`config.mk`:
```
export PLATFORM = sky130hd
export DESIGN_NAME = sys_mem_arbiter
export DESIGN_NICKNAME = d
export VERILOG_FILES = /design/src/rtl/sys_mem_arbiter.sv
export SDC_FILE = /design/constraint.sdc
export NUM_CORES = 1
export LEC_CHECK = 0
export BUFFER_PORTS_ARGS = -buffer_cell sky130_fd_sc_hd__buf_2
export CORE_MARGIN = 3
export CORE_UTILIZATION = 40
export CTS_BUF_LIST = sky130_fd_sc_hd__clkbuf_8
export DETAILED_ROUTE_END_ITERATION = 8
export PLACE_DENSITY_LB_ADDON = 0.2
export SLEW_MARGIN = 20
export SYNTH_ARGS = -nofsm -noshare
export SYNTH_HDL_FRONTEND = slang
export SYNTH_SLANG_ARGS = --single-unit
```
`constraint.sdc`:
```
create_clock -name clk -period 1.6 [get_ports clk]
set_input_delay 0.32 -clock clk [delete_from_list [all_inputs] [get_ports clk]]
set_output_delay 0.32 -clock clk [all_outputs]
set_load 0.05 [all_outputs]
```
`src/rtl/sys_mem_arbiter.sv`:
```
// sys_mem_arbiter
//   Shares the single-port system RAM (1-cycle read latency) between the CPU
//   and the video fetch logic. Video has fixed priority and may lock the port
//   for a burst. A wait counter forces a CPU slot after MAX_WAIT blocked cycles.
//   A lock is forcibly released after LOCK_MAX cycles.
//
// Ports
//   clk, reset          system clock, synchronous active-high reset
//   cpu_req_i/we_i/addr_i/wdata_i   CPU request (held until cpu_gnt_o)
//   cpu_gnt_o           CPU access issued this cycle (combinational)
//   cpu_rvalid_o/rdata_o            CPU read return, cycle after a read grant
//   vid_req_i/lock_i/addr_i         video read request and burst lock
//   vid_gnt_o           video read issued this cycle (combinational)
//   vid_rvalid_o/rdata_o            video read return, cycle after grant
//   mem_addr_o/we_o/wdata_o         RAM drive (combinational mux, 0 when idle)
//   mem_rdata_i         RAM read data, valid one cycle after mem_addr_o
//
// Optional build macro SYS_MEM_ARBITER_STATS_EN adds 16-bit wrapping grant and
// force-entry counters (stat_vid_cnt_o, stat_cpu_cnt_o, stat_force_cnt_o).
//
// States
//   IDLE   | video wins unless the CPU has waited MAX_WAIT cycles
//   LOCKED | video burst owns the port, CPU never granted
//   FORCE  | CPU owns the slot after a forced lock release

module sys_mem_arbiter #(
    parameter int ADDR_W   = 16,
    parameter int DATA_W   = 18,
    parameter int MAX_WAIT = 8,
    parameter int LOCK_MAX = 16
) (
    input  logic              clk,
    input  logic              reset,
    input  logic              cpu_req_i,
    input  logic              cpu_we_i,
    input  logic [ADDR_W-1:0] cpu_addr_i,
    input  logic [DATA_W-1:0] cpu_wdata_i,
    output logic              cpu_gnt_o,
    output logic              cpu_rvalid_o,
    output logic [DATA_W-1:0] cpu_rdata_o,
    input  logic              vid_req_i,
    input  logic              vid_lock_i,
    input  logic [ADDR_W-1:0] vid_addr_i,
    output logic              vid_gnt_o,
    output logic              vid_rvalid_o,
    output logic [DATA_W-1:0] vid_rdata_o,
`ifdef SYS_MEM_ARBITER_STATS_EN
    output logic [15:0]       stat_vid_cnt_o,
    output logic [15:0]       stat_cpu_cnt_o,
    output logic [15:0]       stat_force_cnt_o,
`endif
    output logic [ADDR_W-1:0] mem_addr_o,
    output logic              mem_we_o,
    output logic [DATA_W-1:0] mem_wdata_o,
    input  logic [DATA_W-1:0] mem_rdata_i
);

    localparam int WAIT_W = $clog2(MAX_WAIT + 1);
    localparam int LOCK_W = $clog2(LOCK_MAX + 1);
    localparam logic [WAIT_W-1:0] WAIT_MAX_C = WAIT_W'(MAX_WAIT);
    localparam logic [WAIT_W-1:0] WAIT_ONE   = WAIT_W'(1);
    localparam logic [LOCK_W-1:0] LOCK_MAX_C = LOCK_W'(LOCK_MAX);
    localparam logic [LOCK_W-1:0] LOCK_ONE   = LOCK_W'(1);

    typedef enum logic [1:0] {S_IDLE, S_LOCKED, S_FORCE} state_t;

    state_t              state_q, state_d;
    logic [WAIT_W-1:0]   wait_cnt_q, wait_cnt_d;
    logic [LOCK_W-1:0]   lock_cnt_q, lock_cnt_d, lock_inc;
    logic                cpu_rd_q, vid_rd_q;
    logic [DATA_W-1:0]   cpu_rdata_q, vid_rdata_q;
    logic                force_slot;

    assign lock_inc = lock_cnt_q + LOCK_ONE;

    always_comb begin
        state_d    = state_q;
        lock_cnt_d = lock_cnt_q;
        cpu_gnt_o  = 1'b0;
        vid_gnt_o  = 1'b0;
        force_slot = 1'b0;
        unique case (state_q)
            S_IDLE, S_FORCE: begin
                // A forced slot: entered after a lock release, or the CPU has
                // waited out its budget while still in IDLE.
                force_slot = (state_q == S_FORCE) || (wait_cnt_q == WAIT_MAX_C);
                state_d    = S_IDLE;
                if (cpu_req_i && (force_slot || !vid_req_i)) begin
                    cpu_gnt_o = 1'b1;
                end else if (vid_req_i) begin
                    vid_gnt_o = 1'b1;
                    // A single-cycle lock limit is satisfied by this grant alone.
                    if (vid_lock_i && (LOCK_MAX > 1)) begin
                        state_d    = S_LOCKED;
                        lock_cnt_d = LOCK_ONE;
                    end
                end
            end
            S_LOCKED: begin
                vid_gnt_o  = vid_req_i;
                lock_cnt_d = lock_inc;
                if (lock_inc >= LOCK_MAX_C) begin
                    state_d    = cpu_req_i ? S_FORCE : S_IDLE;
                    lock_cnt_d = '0;
                end else if (!vid_lock_i) begin
                    state_d    = S_IDLE;
                    lock_cnt_d = '0;
                end
            end
            default: begin
                state_d    = S_IDLE;
                lock_cnt_d = '0;
            end
        endcase
    end

    always_comb begin
        wait_cnt_d = wait_cnt_q;
        if (cpu_gnt_o) begin
            wait_cnt_d = '0;
        end else if (cpu_req_i && (wait_cnt_q != WAIT_MAX_C)) begin
            wait_cnt_d = wait_cnt_q + WAIT_ONE;
        end
    end

    always_comb begin
        mem_addr_o  = '0;
        mem_we_o    = 1'b0;
        mem_wdata_o = '0;
        if (cpu_gnt_o) begin
            mem_addr_o  = cpu_addr_i;
            mem_we_o    = cpu_we_i;
            mem_wdata_o = cpu_wdata_i;
        end else if (vid_gnt_o) begin
            mem_addr_o  = vid_addr_i;
        end
    end

    always_ff @(posedge clk) begin
        if (reset) begin
            state_q     <= S_IDLE;
            wait_cnt_q  <= '0;
            lock_cnt_q  <= '0;
            cpu_rd_q    <= 1'b0;
            vid_rd_q    <= 1'b0;
            cpu_rdata_q <= '0;
            vid_rdata_q <= '0;
        end else begin
            state_q    <= state_d;
            wait_cnt_q <= wait_cnt_d;
            lock_cnt_q <= lock_cnt_d;
            cpu_rd_q   <= cpu_gnt_o && !cpu_we_i;
            vid_rd_q   <= vid_gnt_o;
            if (cpu_rd_q) cpu_rdata_q <= mem_rdata_i;
            if (vid_rd_q) vid_rdata_q <= mem_rdata_i;
        end
    end

    // RAM data is passed straight through in the return cycle and captured so
    // the non-owner side keeps showing its last read.
    assign cpu_rvalid_o = cpu_rd_q;
    assign vid_rvalid_o = vid_rd_q;
    assign cpu_rdata_o  = cpu_rd_q ? mem_rdata_i : cpu_rdata_q;
    assign vid_rdata_o  = vid_rd_q ? mem_rdata_i : vid_rdata_q;

`ifdef SYS_MEM_ARBITER_STATS_EN
    logic        force_entry;
    logic [15:0] stat_vid_q, stat_cpu_q, stat_force_q;

    assign force_entry = (state_q == S_IDLE && cpu_req_i && wait_cnt_q == WAIT_MAX_C) ||
                         (state_q == S_LOCKED && state_d == S_FORCE);

    always_ff @(posedge clk) begin
        if (reset) begin
            stat_vid_q   <= '0;
            stat_cpu_q   <= '0;
            stat_force_q <= '0;
        end else begin
            if (vid_gnt_o)   stat_vid_q   <= stat_vid_q + 16'd1;
            if (cpu_gnt_o)   stat_cpu_q   <= stat_cpu_q + 16'd1;
            if (force_entry) stat_force_q <= stat_force_q + 16'd1;
        end
    end

    assign stat_vid_cnt_o   = stat_vid_q;
    assign stat_cpu_cnt_o   = stat_cpu_q;
    assign stat_force_cnt_o = stat_force_q;
`endif

endmodule
```
==> key figures <==
Status
  – Status: complete, but fails checks
  – Failing checks: setup timing

Die
  – Core area: 5610 µm²
  – Die area: 6840 µm²
  – Num ports: 149
  – Width of the die: 82.7 µm
  – Initial core utilization: 41.9%
  – Row count: 27
  – Die H: 82.7 µm

Pwr
  – Pwr Total: 3.42 mW
  – Power Dens Cells: 752 nW/µm²
  – Leak Pwr: 2.15 nW
  – Max VDD drop: 466 µV

STA
  – Pins Over Slew Limit: 0
  – Hold Fails Final Rpt: 0
  – Fmax: 451 MHz
  – Final WS setup: -615 ps
  – Worst Skew: 5.35 ps
  – Crit path time final: 2220 ps
  – Final setup fails: 72
  – RSZ-0062 raised after global routing: yes
  – Slew HR: 83.3%
  – Final Cycle Share: 138%
  – Slew at the pin closest to its max-slew limit: 250 ps

Detailed routing
  – DRC viols: 0
  – Antenna-violating nets left: 0
  – Drt pass-1 iters: 4
  – Drt first-iter violations: 65
  – Vias/cell: 4.94
  – Drt wl/cell: 17.3 µm
  – Routed Wire Length: 8.31 mm
  – Vias post-DR: 2367

Placed design
  – Routability cong.: 0.789
  – Placed Area: 3510 µm²
  – Number of port buffers: 148
  – HPWL after DPL: 5.20 mm

Synthesis
  – Async set-reset flop share out of synthesis: 0%
  – Most frequent cell after synthesis: dfxtp_1
  – Main flop type after synthesis: dfxtp_1
  – Synth Warn #: 0
  – Avg Inst Size Synth: 10.1 µm²
  – Synth top area share: 41.7%
  – Top post-synthesis cells by area: dfxtp_1, mux2_2, nor2b_1, a22o_1, and2_1
  – Cell accounting for the most synthesized area: dfxtp_1
  – Post-synth EDFFs: 0
  – Synth Register Bits: 49
  – Most frequent cells after synthesis: dfxtp_1, nor2b_1, mux2_2
  – Syn Inst Count: 232
  – Seq/Total Area, Yosys: 41.7%
  – Syn_nets: 309
  – Synth unique cells: 33
  – Mapped Area: 2350 µm²

Setup path
  – R2R setup slack: 0 ps
  – Crit. Startpoint: wait_cnt_q[0]
  – Critical Path RT: 1280 ps
  – Worst Setup Path Type: reg2out
  – Maximum fanout along the worst path: 19
  – Startpoint Class: register
  – Crit end category: output port
  – WP data arrival: 1900 ps
  – FF-to-FF Start: wait_cnt_q[0]

Finish
  – Nets: 483
  – Post-route cell area: 4550 µm²
  – Register Area: 991 µm²
  – # diodes: 0
  – Fill cell count: 366
  – Area delta synth->final: 93.4%
  – Fraction of layout cells with a size suffix above 1: 67.8%
  – Multi-input logic area: 1580 µm²

CTS
  – Max Buffers Root-to-Sink: 2
  – Num CTS Buffers: 5
  – CTS tree: done
  – CTS Hold Bufs: 0
  – Clock Sinks: 49
  – Worst-Skew Late Latency: 310 ps
  – Clk pin slew, worst setup/hold paths: 90 ps
  – H-tree Lvls: 2
  – Clk Tree Root Cell: clkbuf_8

GRT
  – Met3 usage: 7.70%
  – Global Route Usage Sum: 25.3%
  – Largest net degree at the start of global routing: 24
  – Remaining global-route overflow: 0
  – First-pass GRT wire length: 12.8 mm
  – Number of global-route vias before repair: 2521
  – Grt met1 use: 27.6%
  – Initial antenna violation count: 0
  – Met2 GRT Util: 46.9%
  – Global routing's busiest layer: met2

Hold path
  – Min-Delay Startpoint: cpu_we_i
  – Hold crit path type: in2reg

Job
  – Max-cap viol count: 0
## placed cells by master (no fill, tap or decap), drive strengths merged, types with 2 or more instances in the layout
cell type,n
a21oi,4
a22o,16
a311oi,2
and2,22
buf,182
clkbuf,6
dfxtp,49
ha,3
inv,7
mux2,36
nand2,8
nand3,6
nand3b,2
nand4,4
nor2,5
nor2b,38
o21ai,3
or2,3
xor2,3
## cell type report
class | count | share of cell area [%]
repair buffers | 182 | 38.4
clock inverters | 2 | 0.743
well taps | 72 | 1.98
clock buffers | 6 | 1.82
multi-input cells | 162 | 34.7
flip-flops and latches | 49 | 21.8
inverters | 6 | 0.495
## worst paths after layout
path | end | cells after the start
min reg2reg | lock_cnt_q[1] | 2
min | cpu_rvalid_o | 2
max | mem_addr_o[0] | 8
max reg2reg | wait_cnt_q[2] | 8
## sequential cells by signal (all words and copies together), names as in the netlist
name	cells
vid_rvalid_o	1
vid_rdata_q	18
cpu_rvalid_o	1
state_q	2
lock_cnt_q	5
cpu_rdata_q	18
wait_cnt_q	4
## repair_timing
action	4_1_cts	5_1_grt
buffers inserted	11	3
gates resized for setup	213	10
gates cloned	3	0
endpoints found under the setup margin	78	79
pin swaps	1	2
## power by group
group / switching (mW) / total (mW) / internal (mW)
registers: 0.0220 / 1.28 / 1.26
logic: 0.659 / 1.23 / 0.569
clock network: 0.411 / 0.915 / 0.504
total: 1.09 / 3.42 / 2.33
## kinds of logic after synthesis
| kind of cell | after synthesis | share of synthesized area [%] |
|---|---|---|
| buffers and inverters | 21 | 4.84 |
| XOR/XNOR | 4 | 1.49 |
| multiplexers | 36 | 17.2 |
| adder cells (fa/ha/maj) | 3 | 1.60 |
| flip-flops | 49 | 41.7 |
| AND/OR/NAND/NOR | 91 | 23.5 |
| AO/OA/AOI/OAI | 28 | 9.63 |
## through the flow
step	util [%]	setup WS, ps	TNS, ps	hold WS (ps)	instances
3_3_place_gp	62.7	-280	-9390	451	456
6_report	81.1	-615	-23300	193	479
4_1_cts	80.9	-610	-24450	187	478
3_5_place_dp	62.7	-337	-11970	471	456
2_1_floorplan	-	-176	-5270	380	232
5_1_grt	81.1	-671	-26880	193	479
## critical path, cell delays in order, from the launching register on
cell	delay [ps]
dfxtp_2	330
inv_2	70
ha_4	150
nand3b_4	100
a311oi_4	300
buf_6	170
buf_12	150
a22o_2	180
buf_8	150
## layer usage
metal,up-vias,wire (µm)
li1,1143,-
met1,1116,2970
met2,97,4630
met3,11,606
met4,0,104
met5,-,0
Note: power is estimated with default switching activity, not from simulation.
